===== config.mk =====
export PLATFORM = sky130hd
export DESIGN_NAME = seq_demux_pair
export DESIGN_NICKNAME = d
export VERILOG_FILES = /design/src/rtl/seq_demux_pkg.sv /design/src/rtl/seq_demux_pair_lane_reg.sv /design/src/rtl/seq_demux_pair.sv
export SDC_FILE = /design/constraint.sdc
export NUM_CORES = 1
export LEC_CHECK = 0
export ABC_AREA = 1
export CORE_MARGIN = 3
export CORE_UTILIZATION = 45
export DETAILED_ROUTE_END_ITERATION = 16
export PLACE_DENSITY = 0.83
export REMOVE_ABC_BUFFERS = 1
export SLEW_MARGIN = 30
export SYNTH_ARGS = -nofsm -noshare
export SYNTH_HDL_FRONTEND = slang
export SYNTH_SLANG_ARGS = --single-unit

===== constraint.sdc =====
create_clock -name CLK -period 1.4 [get_ports CLK]
set_clock_uncertainty 0.2 [all_clocks]
set_input_delay 0.28 -clock CLK [delete_from_list [all_inputs] [get_ports CLK]]
set_output_delay 0.28 -clock CLK [all_outputs]
set_load 0.01 [all_outputs]

===== src/rtl/seq_demux_pkg.sv =====
// Shared types for the sequential demux / pair assembler: state encoding
// (lane-full flags fx,fy) and lane index constants.
package seq_demux_pkg;

  typedef enum logic [1:0] {
    ST_EMPTY  = 2'b00,
    ST_HAVE_Y = 2'b01,
    ST_HAVE_X = 2'b10,
    ST_FULL   = 2'b11
  } state_t;

  localparam logic LANE_X = 1'b0;
  localparam logic LANE_Y = 1'b1;

endpackage


===== src/rtl/seq_demux_pair_lane_reg.sv =====
// One lane holding register: loads on enable, tracks a full flag, and
// releases the flag on clear while keeping the stored data stable.
module demux_lane_reg #(
  parameter int WIDTH = 2
) (
  input  logic             clk,
  input  logic             rst,
  input  logic             load,
  input  logic             clear,
  input  logic [WIDTH-1:0] d,
  output logic [WIDTH-1:0] q,
  output logic             full
);

  logic [WIDTH-1:0] data_r;
  logic             full_r;

  // Data and full flag; load wins over clear so a same-edge refill stays full.
  always_ff @(posedge clk) begin
    if (rst) begin
      data_r <= {WIDTH{1'b0}};
      full_r <= 1'b0;
    end else if (load) begin
      data_r <= d;
      full_r <= 1'b1;
    end else if (clear) begin
      data_r <= data_r;
      full_r <= 1'b0;
    end else begin
      data_r <= data_r;
      full_r <= full_r;
    end
  end

  assign q    = data_r;
  assign full = full_r;

endmodule


===== src/rtl/seq_demux_pair.sv =====
// Receiving end of a lane-multiplexed link: steers beats into X/Y holding
// registers by S and presents the assembled {X, Y} pair under ready/valid.
module seq_demux_pair
  import seq_demux_pkg::*;
#(
  parameter int WIDTH = 2,
  parameter int CNT_W = 8
) (
  input  logic             CLK,
  input  logic             RST,
  input  logic [WIDTH-1:0] I,
  input  logic             S,
  input  logic             I_VALID,
  output logic             I_READY,
  output logic [WIDTH-1:0] X,
  output logic [WIDTH-1:0] Y,
  output logic             O_VALID,
  input  logic             O_READY,
  output logic [CNT_W-1:0] COUNT
);

  logic             fx_s;
  logic             fy_s;
  state_t           state_s;
  logic             lane_full_s;
  logic             transfer_s;
  logic             ready_s;
  logic             accept_s;
  logic             load_x_s;
  logic             load_y_s;
  logic             clr_x_s;
  logic             clr_y_s;
  logic [CNT_W-1:0] count_r;

  // Next-state decode: which lane is blocked and whether the pair leaves.
  always_comb begin
    state_s     = state_t'({fx_s, fy_s});
    lane_full_s = 1'b0;
    transfer_s  = 1'b0;
    case (state_s)
      ST_EMPTY:  lane_full_s = 1'b0;
      ST_HAVE_X: lane_full_s = (S == LANE_X);
      ST_HAVE_Y: lane_full_s = (S == LANE_Y);
      ST_FULL: begin
        lane_full_s = 1'b1;
        transfer_s  = O_READY;
      end
      default: begin
        lane_full_s = 1'b1;
        transfer_s  = 1'b0;
      end
    endcase

    // Reset reports ready but the lane registers discard the beat.
    if (RST) begin
      ready_s = 1'b1;
    end else begin
      ready_s = !lane_full_s || transfer_s;
    end

    accept_s = I_VALID && ready_s && !RST;
    load_x_s = accept_s && (S == LANE_X);
    load_y_s = accept_s && (S == LANE_Y);
    clr_x_s  = transfer_s && !load_x_s;
    clr_y_s  = transfer_s && !load_y_s;
  end

  demux_lane_reg #(.WIDTH(WIDTH)) u_lane_x (
    .clk   (CLK),
    .rst   (RST),
    .load  (load_x_s),
    .clear (clr_x_s),
    .d     (I),
    .q     (X),
    .full  (fx_s)
  );

  demux_lane_reg #(.WIDTH(WIDTH)) u_lane_y (
    .clk   (CLK),
    .rst   (RST),
    .load  (load_y_s),
    .clear (clr_y_s),
    .d     (I),
    .q     (Y),
    .full  (fy_s)
  );

  // Delivered-pair counter, wraps silently.
  always_ff @(posedge CLK) begin
    if (RST) begin
      count_r <= {CNT_W{1'b0}};
    end else if (transfer_s) begin
      count_r <= count_r + {{(CNT_W-1){1'b0}}, 1'b1};
    end else begin
      count_r <= count_r;
    end
  end

  assign I_READY = ready_s;
  assign O_VALID = fx_s & fy_s;
  assign COUNT   = count_r;

endmodule


==> out/results.ini, run 1 <==
[synth]
synth_area_leader_cell=dfxtp_1
synth.distinct_cells=22
yosys.area.top_type_share_pct=38.7
synth_area_leaders=dfxtp_1, nand2_1, inv_1
netlist_instances=100
synth-seq-cells=14
synth_area_um2=724
yosysSeqAreaShare_pct=38.7
yosys_warnings=0
avgSynthCellArea_um2=7.24

[timing]
final_max_slew_viol_count=0
fmax_mhz=632
hold-worst-slack_ns=0.188
post-route-min-period_ns=1.58
fin_setup_tns_ns=-1.06
setup_slack_ns=-0.182
hold_violations=0
worstMarginPinSlew_ns=0.196
slew_headroom_pct=86.9
setup_violations=9
timing.final.crit_share_pct=113
rsz0062_at_grt=true

[power]
total_power_mw=0.849
irDropWorstVdd_mv=0.622
powerDensity_nw_per_um2=685
power_leakage_nw=0.623

[drt]
avgRoutedWirePerCell_um=16.2
drt_iter0_markers=26
drt_wl_total_mm=2.58
antenna_left=0
vias=855
drc=0
dr.pass1.iters=5
vias_per_cell=5.34

[run_status]
outcome=complete, but fails checks
failed_checks=setup timing

[finish]
antennaDiodeCount=0
drive_gt1_share_pct=42.1
final_util_pct=88.6
layout_common_cells=nand2_1, inv_1, buf_4, dfxtp_1
multi_input_area_um2=445
fin_nets=154
area_growth_syn_to_layout_pct=71.0
ff_latch_area_um2=287
finalInstanceArea_um2=1240
layout.cells.non_filler=160
n_fill_cell=60
final_common_cell=nand2_1

[placement]
gp_congestion=0.834
port-buffer-count=20
place_area_um2=1070
place_inst=151
dp_hpwl_mm=1.36
dpl_worst_slack_ns=-0.650

[global_routing]
grt_antenna_before_repair=0
grt_max_degree=9
globalRouteTotalUtil_pct=23.5
grt_pass1_vias=793
grt_pass1_wl_mm=3.49
grt-ovfl-total=0

[floorplan]
die-area_um2=2130
die_w_um=46.1
initial_core_util_pct=51.8
die-height_um=46.1
row_count=13
core_area_um2=1400
io_pins=21

[clock_network]
hold_buffers=0
cts_tree=yes
clock_path_buffers=2
clkSinkCount=14
cts.htree.levels=1
clkSlewWorstSetupHoldPaths_ns=0.10
cts.root.buffer_cell=clkbuf_4
cts_buffers=3
clock_latency_ns=0.29

[setup_path]
path_cells=buf_6 -> nand2_4 -> buf_6 -> nor2_4 -> nand3_4 -> o21bai_1 -> nand2_1 -> nor2_1
cp.required_ns=1.41
cp-start-kind=flip-flop
slowest_delay_ns=0.38
cp-end-kind=flip-flop
crit_path_top_delay_cell=dfxtp_4
path_common_cell=buf_6
crit_fanout=4
cp_data_arrival_time_ns=1.59
crit_type=flip-flop to flip-flop

[min_path]
min_path_type=primary input to flip-flop

[run]
cap_viol_max_count=0

[registers in the layout (all words and copies together) (netlist names)]
signal	cells
COUNT	8
u_lane_x.full	1
u_lane_x.q	2
u_lane_y.full	1
u_lane_y.q	2
[cells in the mapped netlist]
master	instances
a21oi_1	6
nor2_2	2
inv_2	2
o21bai_1	1
nand3_1	2
clkinv_2	1
dfxtp_1	14
nor2_4	1
nand4_1	4
nor3_1	2
nand3b_4	1
o21bai_2	1
nand2_2	2
ha_1	1
nand2_1	24
inv_1	18
buf_2	1
nand3_2	4
o21ai_0	2
nand3_4	1
nor2_1	9
o21ai_1	1
[cell families after synthesis]
kind of cell / synth area share (%)
DFF: 38.7
adders and majority gates: 1.73
AOI/OAI and AO/OA: 8.81
and+or+nand+nor: 39.0
buffers and inverters: 11.7
[layout make-up]
type	instances	share of cell area, %
Multi-Input combinational cell	64	36.0
Timing Repair Buffer	42	29.9
Sequential cell	14	23.1
Inverter	21	6.57
Clock buffer	4	2.93
Tap cell	15	1.52
[power by group]
part | total [mW] | leakage [nW] | switching [mW] | internal [mW]
registers | 0.414 | 0.115 | 0.00745 | 0.407
clock network | 0.303 | 0.0210 | 0.144 | 0.158
logic | 0.132 | 0.487 | 0.0699 | 0.0617
[worst paths after layout]
check / to / slack (ns) / depth (start not counted) / startpoint
worst max-delay path: COUNT[4]$_SDFFE_PP0P_ / -0.18 / 8 / u_lane_y.full$_SDFFE_PP0P_
worst min-delay path: u_lane_y.full$_SDFFE_PP0P_ / 0.19 / 3 / RST
worst min register to register: u_lane_y.q[1]$_SDFFE_PP0P_ / 0.32 / 4 / u_lane_y.q[1]$_SDFFE_PP0P_
worst max register to register: COUNT[4]$_SDFFE_PP0P_ / -0.18 / 8 / u_lane_y.full$_SDFFE_PP0P_
[worst max-delay path: cells and delay by family (launching register included)]
kind	cells	cell delay, ns
AND/OR/NAND/NOR	5	0.54
flip-flops	1	0.38
buffers and inverters	2	0.21
AO/OA/AOI/OAI	1	0.16
[metal layers]
metal	GRT usage [%]	up-vias	part of all wire, %
met3	3.91	11	6.2
met5	0	-	0
met4	9.66	0	2.2
met2	43.7	45	53
met1	25.7	395	38
li1	-	404	-
[repair_timing]
item / 4_1_cts / 5_1_grt
resized for setup: 37 / 36
setup buffers: 2 / 3
cloned: 0 / 0
endpoints found under the setup margin: 26 / 24
pin swaps: 6 / 15
hold endpoints to repair: 0 / 0
No activity file was read; power rests on OpenSTA's default activity.
==> inputs of run 2 (changes only) <==
CTS_CLUSTER_DIAMETER = 120   (was not set)
clock period = 1.6 ns   (was 1.4 ns; I/O delays follow)
==> out/results.ini, run 2 (synthesized netlist as in run 1, its figures left out) <==
[timing]
final_max_slew_viol_count=0
fmax_mhz=656
setup_violations=0
worstMarginPinSlew_ns=0.271
setup_slack_ns=0.0759
post-route-min-period_ns=1.52
hold_violations=0
slew_headroom_pct=81.9
rsz0062_at_grt=false
timing.final.crit_share_pct=95.3

[setup_path]
r2r_end=COUNT[5]$_SDFFE_PP0P_
rr_worst_depth=8
cp-end-kind=output port
ff2ff_setup_slack_ns=0.15
rr_startpoint=u_lane_y.full$_SDFFE_PP0P_
cp-start-kind=flip-flop
crit_type=flip-flop to output port
crit_fanout=4
cp_data_arrival_time_ns=1.00
cp.required_ns=1.08

[min_path]
min_to=COUNT[7]$_SDFFE_PP0P_
holdPathStages=3
hp-start=COUNT[7]$_SDFFE_PP0P_
min_path_type=flip-flop to flip-flop

[drt]
vias_per_cell=4.89
drt_wl_total_mm=1.59
vias=734
dr.pass1.iters=4
avgRoutedWirePerCell_um=10.6
drc=0
drt_iter0_markers=13
antenna_left=0

[clock_network]
cts_tree=yes
clock_path_buffers=2
clkSlewWorstSetupHoldPaths_ns=0.09
clkSinkCount=14
cts.root.buffer_cell=clkbuf_4
cts.htree.levels=1
cts_buffers=3
clock_latency_ns=0.28

[floorplan]
die-area_um2=2130
row_count=13
die-height_um=46.1
io_pins=21
core_area_um2=1400
initial_core_util_pct=51.8
die_w_um=46.1

[run]
cap_viol_max_count=0

[global_routing]
grt_pass1_wl_mm=2.79
grt_antenna_before_repair=0
grt-ovfl-total=0
globalRouteTotalUtil_pct=18.3
grt_pass1_vias=658
grt_max_degree=9

[finish]
fin_nets=144
area_growth_syn_to_layout_pct=43.5
layout.cells.non_filler=150
final_common_cell=nand2_1
layout_common_cells=nand2_1, inv_1, dlygate4sd2_1, buf_4, dfxtp_1
drive_gt1_share_pct=26.7
finalInstanceArea_um2=1040
antennaDiodeCount=0
largest_reg_flops=8

[run_status]
outcome=finished clean

[placement]
place_area_um2=1020
port-buffer-count=20
dp_hpwl_mm=1.29
dpl_worst_slack_ns=-0.527
gp_congestion=0.801
place_inst=145

[power]
total_power_mw=0.712
powerDensity_nw_per_um2=685
irDropWorstVdd_mv=0.552
power_leakage_nw=0.545

-- run 2: cell types whose count changed in the layout (fill, tap and decap cells not counted), moves of 2 or more --
cell	before	now
clkdlybuf4s15_1	6	0
nand3_4	4	1
buf_4	16	12
dlygate4sd2_1	3	15
buf_2	0	2
nand2_1	20	24
o21ai_2	3	0
o21ai_0	0	2
nand3_2	2	4
buf_6	8	0
nor2_4	3	1
clkbuf_2	4	0
nand2_4	4	0
-- run 2: cell type report --
class	count	area [um2]
fill	111	359
sequential	14	284
clock buffer	4	36.3
multi-input combinational	64	359
inverter	21	80.1
tap	15	18.8
timing repair buffer	32	262
-- run 2: worst max-delay path by stage --
stage / startpoint / endpoint / slack [ns] / depth (start not counted)
detailed placement: S / I_READY / -0.53 / 6
floorplan: COUNT[0]$_SDFFE_PP0P_ / COUNT[6]$_SDFFE_PP0P_ / 0.32 / 6
finish: u_lane_y.full$_SDFFE_PP0P_ / I_READY / 0.08 / 4
global route: u_lane_y.full$_SDFFE_PP0P_ / I_READY / 0.004 / 4
global placement: S / I_READY / -0.50 / 6
CTS: u_lane_y.full$_SDFFE_PP0P_ / I_READY / 0.06 / 4
-- run 2: per-stage QoR --
stage,hold slack (ns),util (%),TNS [ns]
finish,0.309,74.3,0
global route,0.329,74.3,0
CTS,0.313,74.3,0
detailed placement,0.306,73.0,-2.31
global placement,0.290,73.0,-1.84
floorplan,0.187,-,0
-- run 2: power by group --
part	leakage [nW]	total [mW]	internal [mW]	switching, mW
sequential	0.115	0.362	0.357	0.00546
clock	0.0210	0.263	0.139	0.124
combinational	0.409	0.0869	0.0421	0.0449
-- run 2: worst max-delay path: stages (launching register included) --
cell,delay (ns)
dfxtp_2,0.37
nand2_1,0.07
nand2_2,0.08
nand3_4,0.06
buf_2,0.14
-- run 2: what timing repair did --
item,in CTS,in global routing
gates resized for setup,26,0
hold buffers,0,0
endpoints found under the setup margin,14,0
setup buffers,1,0
-- run 2: routing by layer --
metal	vias to the layer above	global-route usage, %	routed length (um)
li1	385	-	-
met1	335	21.4	679
met2	12	32.4	836
met3	2	4.69	61
met4	0	5.11	17
met5	-	0	0
==> RTL edit 1: new RTL, flow settings as in run 1 <==
`CNT_W`: 8 -> 10.
--- a/src/rtl/seq_demux_pair.sv
+++ b/src/rtl/seq_demux_pair.sv
@@ -4,7 +4,7 @@
   import seq_demux_pkg::*;
 #(
   parameter int WIDTH = 2,
-  parameter int CNT_W = 8
+  parameter int CNT_W = 10
 ) (
   input  logic             CLK,
   input  logic             RST,
Interface: changed (resized COUNT); port bits go from 21 to 23. No check against the original RTL was run, so the function may have changed too.
==> RTL edit 1 against run 1 <==
The flow still finishes with violations (negative setup slack). Power increased by 6.5%. Sequential cell count grew 2. Cell area grew 4.0%. Combinational power fell by 20%. Sequential power is 14% higher. Via count rose by 12%. Final cell count grew 19%. Wire length is 3.1% higher. Non-clock buffer count is 1 higher. Area after synthesis increased by 13%. Hold slack got worse by 0.045 ns. Synthesized cell count grew 22%. Core utilization fell by 8.6 points. Worst setup slack better by 0.056 ns. Highest routed layer unchanged.
==> RTL edit 1: results (changes against run 1) <==
Run status
The run finished, with violations left. The final reports fail on negative setup slack.

STA
The final hold slack is 0.1429 ns (-0.04514 ns). The smallest setup slack after layout came to -0.1268 ns (+0.05561 ns). The actual slew at the worst max-slew pin came to 0.2488 ns (+0.05282 ns). The total of endpoints with negative setup slack in the final report came to 3 (-6).

Setup path
The data arrival time of the critical path is 1.05 ns (-0.54 ns). The count of cells along the worst register-to-register path came to 7 (-1). The maximum cell stage delay along the critical path is 0.41 ns (+0.03 ns). The destination of the worst register-to-register timing path is COUNT[6]. The slack of the worst reg-to-reg path was -0.01 ns (+0.17 ns).

Detailed routing
The met3 wirelength from detailed routing came to 137 µm (-14%). The post-detailed-route wirelength per cell is 14.03 µm (-13%). The length of routed wiring on met1 is 1081 µm (+9.5%). The number of design-rule violations left by the first detailed-router iteration is 42 (+62%). The routed length on met2 is 1410 µm (+2.2%).

The per-cell via count in the routed design is 5.021 (-6.0%). The total number of vias was 954 (+12%). The number of search-and-repair iterations in the first detailed-routing pass was 4 (-1).

The highest signal layer in the routed design is met4.

Clock tree
The maximum clock path buffer count is 2 (unchanged).

Yosys
By count the netlist is led by 36 x sky130_fd_sc_hd__nand2_1, 24 x sky130_fd_sc_hd__inv_1, 16 x sky130_fd_sc_hd__dfxtp_1, 13 x sky130_fd_sc_hd__nor2_1. The sequential area share after synthesis came to 38.96% (+0.28 points). After synthesis, the cell types taking the most area are sky130_fd_sc_hd__dfxtp_1 39%, sky130_fd_sc_hd__nand2_1 16%, sky130_fd_sc_hd__inv_1 11%. The number of different library cells in the post-synthesis netlist is 17 (-23%). The post-synthesis average cell area is 6.738 µm² (-7.0%).

Pwr
The internal power of the cells is 0.6710 mW (+7.0%). The static leakage was 0.6673 nW (+7.1%). The worst supply voltage drop on vdd is 0.0005384 V (-13%).

Place
The number of buffers added on ports is 22 (+10%). The global placement routability congestion is 0.7931 (-4.9%). The half-perimeter wire length after placement was 1561 µm (+15%).

The setup slack at placement was -0.6392 ns (+0.01103 ns).

Final layout
The filler cell count is 108 (+80%). The number of nets in the finished design is 175 (+14%). The antenna cell count is 0 (unchanged). The fraction of layout instances using a drive strength above 1 is 37.35% (-4.7 points).

GRT
The global-route usage over all layers came to 21.79% (-1.7 points). The number of global-route vias before repair is 921 (+16%). The largest net degree at the start of global routing was 11 (+2).

The initial antenna violation count came to 0 (unchanged). The wire length of the first global-routing pass was 4119 µm (+18%).
RTL edit 1: cell types whose count changed after synthesis, moves of 2 or more:
cell                      before  now
sky130_fd_sc_hd__nand3_2       4    2
sky130_fd_sc_hd__nor3_4        0    2
sky130_fd_sc_hd__dfxtp_1      14   16
sky130_fd_sc_hd__nor3_1        2    0
sky130_fd_sc_hd__nand2_1      24   36
sky130_fd_sc_hd__inv_1        18   24
sky130_fd_sc_hd__nand2_2       2    0
sky130_fd_sc_hd__nor2_1        9   13
sky130_fd_sc_hd__nand3_1       2    7
sky130_fd_sc_hd__inv_2         2    0
RTL edit 1: power by group through the flow:
stage	combinational [mW]	sequential [mW]	clock, mW
floorplan	0.0389	0.484	0
global placement	0.0986	0.481	0
detailed placement	0.101	0.482	0
CTS	0.0990	0.472	0.325
global route	0.116	0.472	0.349
finish	0.106	0.471	0.327
RTL edit 1: worst max-delay path: cells and delay by family (launching register included):
family                 cells  cell delay [ns]
DFF                        1             0.41
buffers and inverters      1             0.14
and+or+nand+nor            3             0.21
RTL edit 1: layout make-up:
type	instances	area [µm²]	share of cell area [%]
clock buffer	4	36.28	2.816
inverter	24	90.09	6.990
multi-input combinational	79	450.4	34.95
sequential	16	336.6	26.12
tap	24	30.03	2.330
timing repair buffer	43	345.3	26.80
RTL edit 1: timing repair:
| item | in CTS | in global routing |
|---|---|---|
| hold buffers | 0 | 0 |
| pin swaps | 5 | 6 |
| endpoints found under the hold margin | 0 | 0 |
| endpoints found under the setup margin | 28 | 32 |
| setup buffers | 4 | 2 |
| resized for setup | 45 | 39 |
RTL edit 1: how the worst max path moves through the flow:
| stage | startpoint | to | depth (start not counted) |
|---|---|---|---|
| 2_1_floorplan | u_lane_x.full | COUNT[7] | 7 |
| 3_3_place_gp | S | I_READY | 6 |
| 3_5_place_dp | S | I_READY | 6 |
| 4_1_cts | S | I_READY | 6 |
| 5_1_grt | u_lane_y.full | I_READY | 4 |
| 6_report | u_lane_y.full | I_READY | 4 |
RTL edit 1: logic make-up (layout without fill, tap and decap cells):
| family | count (synthesis) | count (layout) | synth area share, % |
|---|---|---|---|
| AOI/OAI and AO/OA | 10 | 10 | 6.393 |
| xor gates and xnor gates | 1 | 1 | 1.066 |
| adders and majority gates | 1 | 1 | 1.522 |
| buffers and inverters | 27 | 71 | 13.55 |
| DFF | 16 | 16 | 38.97 |
| and+or+nand+nor | 67 | 67 | 38.51 |
RTL edit 1: metrics by stage:
step,area [µm²],setup TNS (ns)
6_report,1289,-0.1743
5_1_grt,1289,-0.7435
4_1_cts,1260,-0.4194
3_5_place_dp,1171,-5.743
3_3_place_gp,1171,-4.975
2_1_floorplan,800.8,0
RTL edit 1: metal layers:
layer  vias up  GRT usage [%]
li1        466              -
met1       449          22.45
met2        35          40.95
met3         4          3.988
met4         0          11.85
met5         -              0
==> RTL edit 2: new RTL, config.mk and constraints of run 1 <==
Without the edit above. Reset style: asynchronous (`RST` and `rst`), changed in 2 clocked blocks.
--- a/src/rtl/seq_demux_pair_lane_reg.sv
+++ b/src/rtl/seq_demux_pair_lane_reg.sv
@@ -16,7 +16,7 @@
   logic             full_r;
 
   // Data and full flag; load wins over clear so a same-edge refill stays full.
-  always_ff @(posedge clk) begin
+  always_ff @(posedge clk or posedge rst) begin
     if (rst) begin
       data_r <= {WIDTH{1'b0}};
       full_r <= 1'b0;
--- a/src/rtl/seq_demux_pair.sv
+++ b/src/rtl/seq_demux_pair.sv
@@ -86,7 +86,7 @@
   );
 
   // Delivered-pair counter, wraps silently.
-  always_ff @(posedge CLK) begin
+  always_ff @(posedge CLK or posedge RST) begin
     if (RST) begin
       count_r <= {CNT_W{1'b0}};
     end else if (transfer_s) begin
Check against the original RTL: differs if RST is asserted again (counterexample within 4 cycles, from zero or initial values and one cycle with RST high); with RST held inactive, the same outputs for 10 cycles.
==> RTL edit 2 against run 1 <==
The run still ends with negative setup slack left. Die area is 0.28% higher. Area after synthesis grew 0.35%. Non-clock buffer count is the same. Fmax is 1.1% lower. Worst setup slack lost 0.018 ns. Sequential cell count unchanged. Via count decreased by 11%. Synthesized cell count is 13% lower. First-iteration DRC count grew 15%. Cell area is 11% lower. Wire length fell by 19%. Register-to-register slack gained 0.12 ns. Highest routed layer unchanged.
Power is not compared: it rests on default switching activity, and its combinational part moved more than twofold at a synthesized area within 25%.
==> RTL edit 2: results (changes against run 1) <==
Run status
The run finished, with violations left. The final reports fail on negative setup slack.

Final layout
The antenna cell count is 0 (unchanged). The fraction of area in registers is 31.79% (+8.7 points). The final-layout clock-cell area share is 3.281% (+0.35 points). The fraction of cell area in non-clock buffers was 27.83% (-2.1 points). The multi-input combinational area share is 31.33% (-4.6 points). The filler cell count was 83 (+38%). The count of inverters not on the clock network in the layout is 12 (-43%). The multi-input logic cell count was 61 (-4.7%). The number of flip-flops under the largest register name is 8 (unchanged). The fraction of layout instances using a drive strength above 1 is 37.59% (-4.5 points).

STA
The setup TNS after final layout is -0.5330 ns (+0.5300 ns). The smallest setup slack after layout came to -0.2000 ns (-0.01764 ns). The total of endpoints with negative setup slack in the final report is 8 (-1).

Setup path
The data arrival time of the critical path was 1.12 ns (-0.47 ns). The maximum cell stage delay along the critical path is 0.42 ns (+0.04 ns). Among all stages on the critical path, the largest delay is contributed by sky130_fd_sc_hd__dfrtp_1. The critical path's top delay family is flip-flops. The highest fanout seen on the critical path came to 3 (-1).

Detailed routing
The total wire length after detailed routing was 2098 µm (-19%). The routed length on met2 is 1101 µm (-20%). The length of routed wiring on met1 came to 771 µm (-22%). The per-cell via count in the routed design is 5.128 (-4.0%). The post-detailed-route wirelength per cell was 14.18 µm (-12%). The number of search-and-repair iterations in the first detailed-routing pass is 4 (-1).

The number of design-rule violations left by the first detailed-router iteration was 30 (+15%).

Yosys
The async set or reset register ratio after synthesis is 100.0% (+100 points). The post-synthesis share of cell area spent on xor and xnor gates is 4.819% (+4.8 points). The gate count of the mapped netlist was 87 (-13%). Ranked by total cell area, the synthesized netlist is headed by sky130_fd_sc_hd__dfrtp_1 48%, sky130_fd_sc_hd__nand2_1 19%, sky130_fd_sc_hd__inv_1 6.2%. The number of different library cells in the post-synthesis netlist is 16 (-27%). The sequential area share after synthesis was 48.19% (+9.5 points). Sorting the synthesized cells by how often they occur yields 37 x sky130_fd_sc_hd__nand2_1, 14 x sky130_fd_sc_hd__dfrtp_1, 12 x sky130_fd_sc_hd__inv_1, 5 x sky130_fd_sc_hd__nand4_1, 3 x sky130_fd_sc_hd__nor2_1.

Among all flip-flop cells after synthesis, the most frequent one is sky130_fd_sc_hd__dfrtp_1. The arithmetic-cell share of the synthesized area counting full adders, half adders and majority gates came to 1.721% (-0.0059 points).

GRT
The largest net degree at the start of global routing is 15 (+6). The met1 usage is 23.66% (-2.1 points). The number of global-route vias before repair came to 791 (-0.25%). The global routing met2 resource utilization is 42.58% (-1.1 points). The wire length of the first global-routing pass is 3408 µm (-2.4%). The global-route usage over all layers was 23.29% (-0.21 points).

Pwr
The power density normalized to cell area is 1650 nW/µm².

Floorplan
The area of the die is 2134 µm² (+0.28%).

Place
The half-perimeter wire length after placement is 1412 µm (+3.8%). The global placement routability congestion is 0.7888 (-5.5%). The setup slack at placement is -0.7118 ns (-0.06151 ns). The number of placed instances with taps included is 138 (-8.6%).

Clock tree
The number of buffers added by the clock tree synthesis step was 3 (unchanged).
[RTL edit 2: changes by cell type in the layout (fill, tap and decap cells not counted), moves of 4 or more]
cell                              before  now
sky130_fd_sc_hd__inv_1                18   11
sky130_fd_sc_hd__buf_4                16   20
sky130_fd_sc_hd__buf_6                 8    3
sky130_fd_sc_hd__clkbuf_2              4   10
sky130_fd_sc_hd__clkdlybuf4s15_1       6    0
sky130_fd_sc_hd__nor2_1                8    3
sky130_fd_sc_hd__dfrtp_1               0   13
sky130_fd_sc_hd__a21oi_1               6    0
sky130_fd_sc_hd__nand2_1              20   37
sky130_fd_sc_hd__dfxtp_1              11    0
sky130_fd_sc_hd__nand2_4               4    0
[RTL edit 2: kinds of logic (layout without fill, tap and decap cells)]
family	Yosys count	count (layout)
xor gates and xnor gates	4	4
and+or+nand+nor	55	55
buffers and inverters	12	58
adders and majority gates	1	1
AOI/OAI and AO/OA	1	1
DFF	14	14
[RTL edit 2: path summary, 6_finish.rpt]
path	from	endpoint	slack [ns]	depth (start not counted)
min in group CLK	u_lane_x.q[0]	u_lane_x.q[0]	0.28	2
worst max register to register	u_lane_x.full	COUNT[6]	-0.06	7
max in group asynchronous	RST	u_lane_y.full	0.59	3
worst min register to register	u_lane_x.q[0]	u_lane_x.q[0]	0.28	2
worst min-delay path	RST	COUNT[4]	0.22	3
worst max-delay path	u_lane_x.full	I_READY	-0.20	4
[RTL edit 2: timing repair]
| item | in CTS | in global routing |
|---|---|---|
| setup endpoints to repair | 20 | 24 |
| hold buffers | 0 | 0 |
| gates resized for setup | 42 | 12 |
| pin swaps | 3 | 0 |
| setup buffers | 7 | 2 |
[RTL edit 2: power breakdown]
group,internal (mW),total [mW],switching (mW)
sequential,0.531,0.618,0.0866
clock,0.158,0.301,0.142
combinational,0.435,0.906,0.471
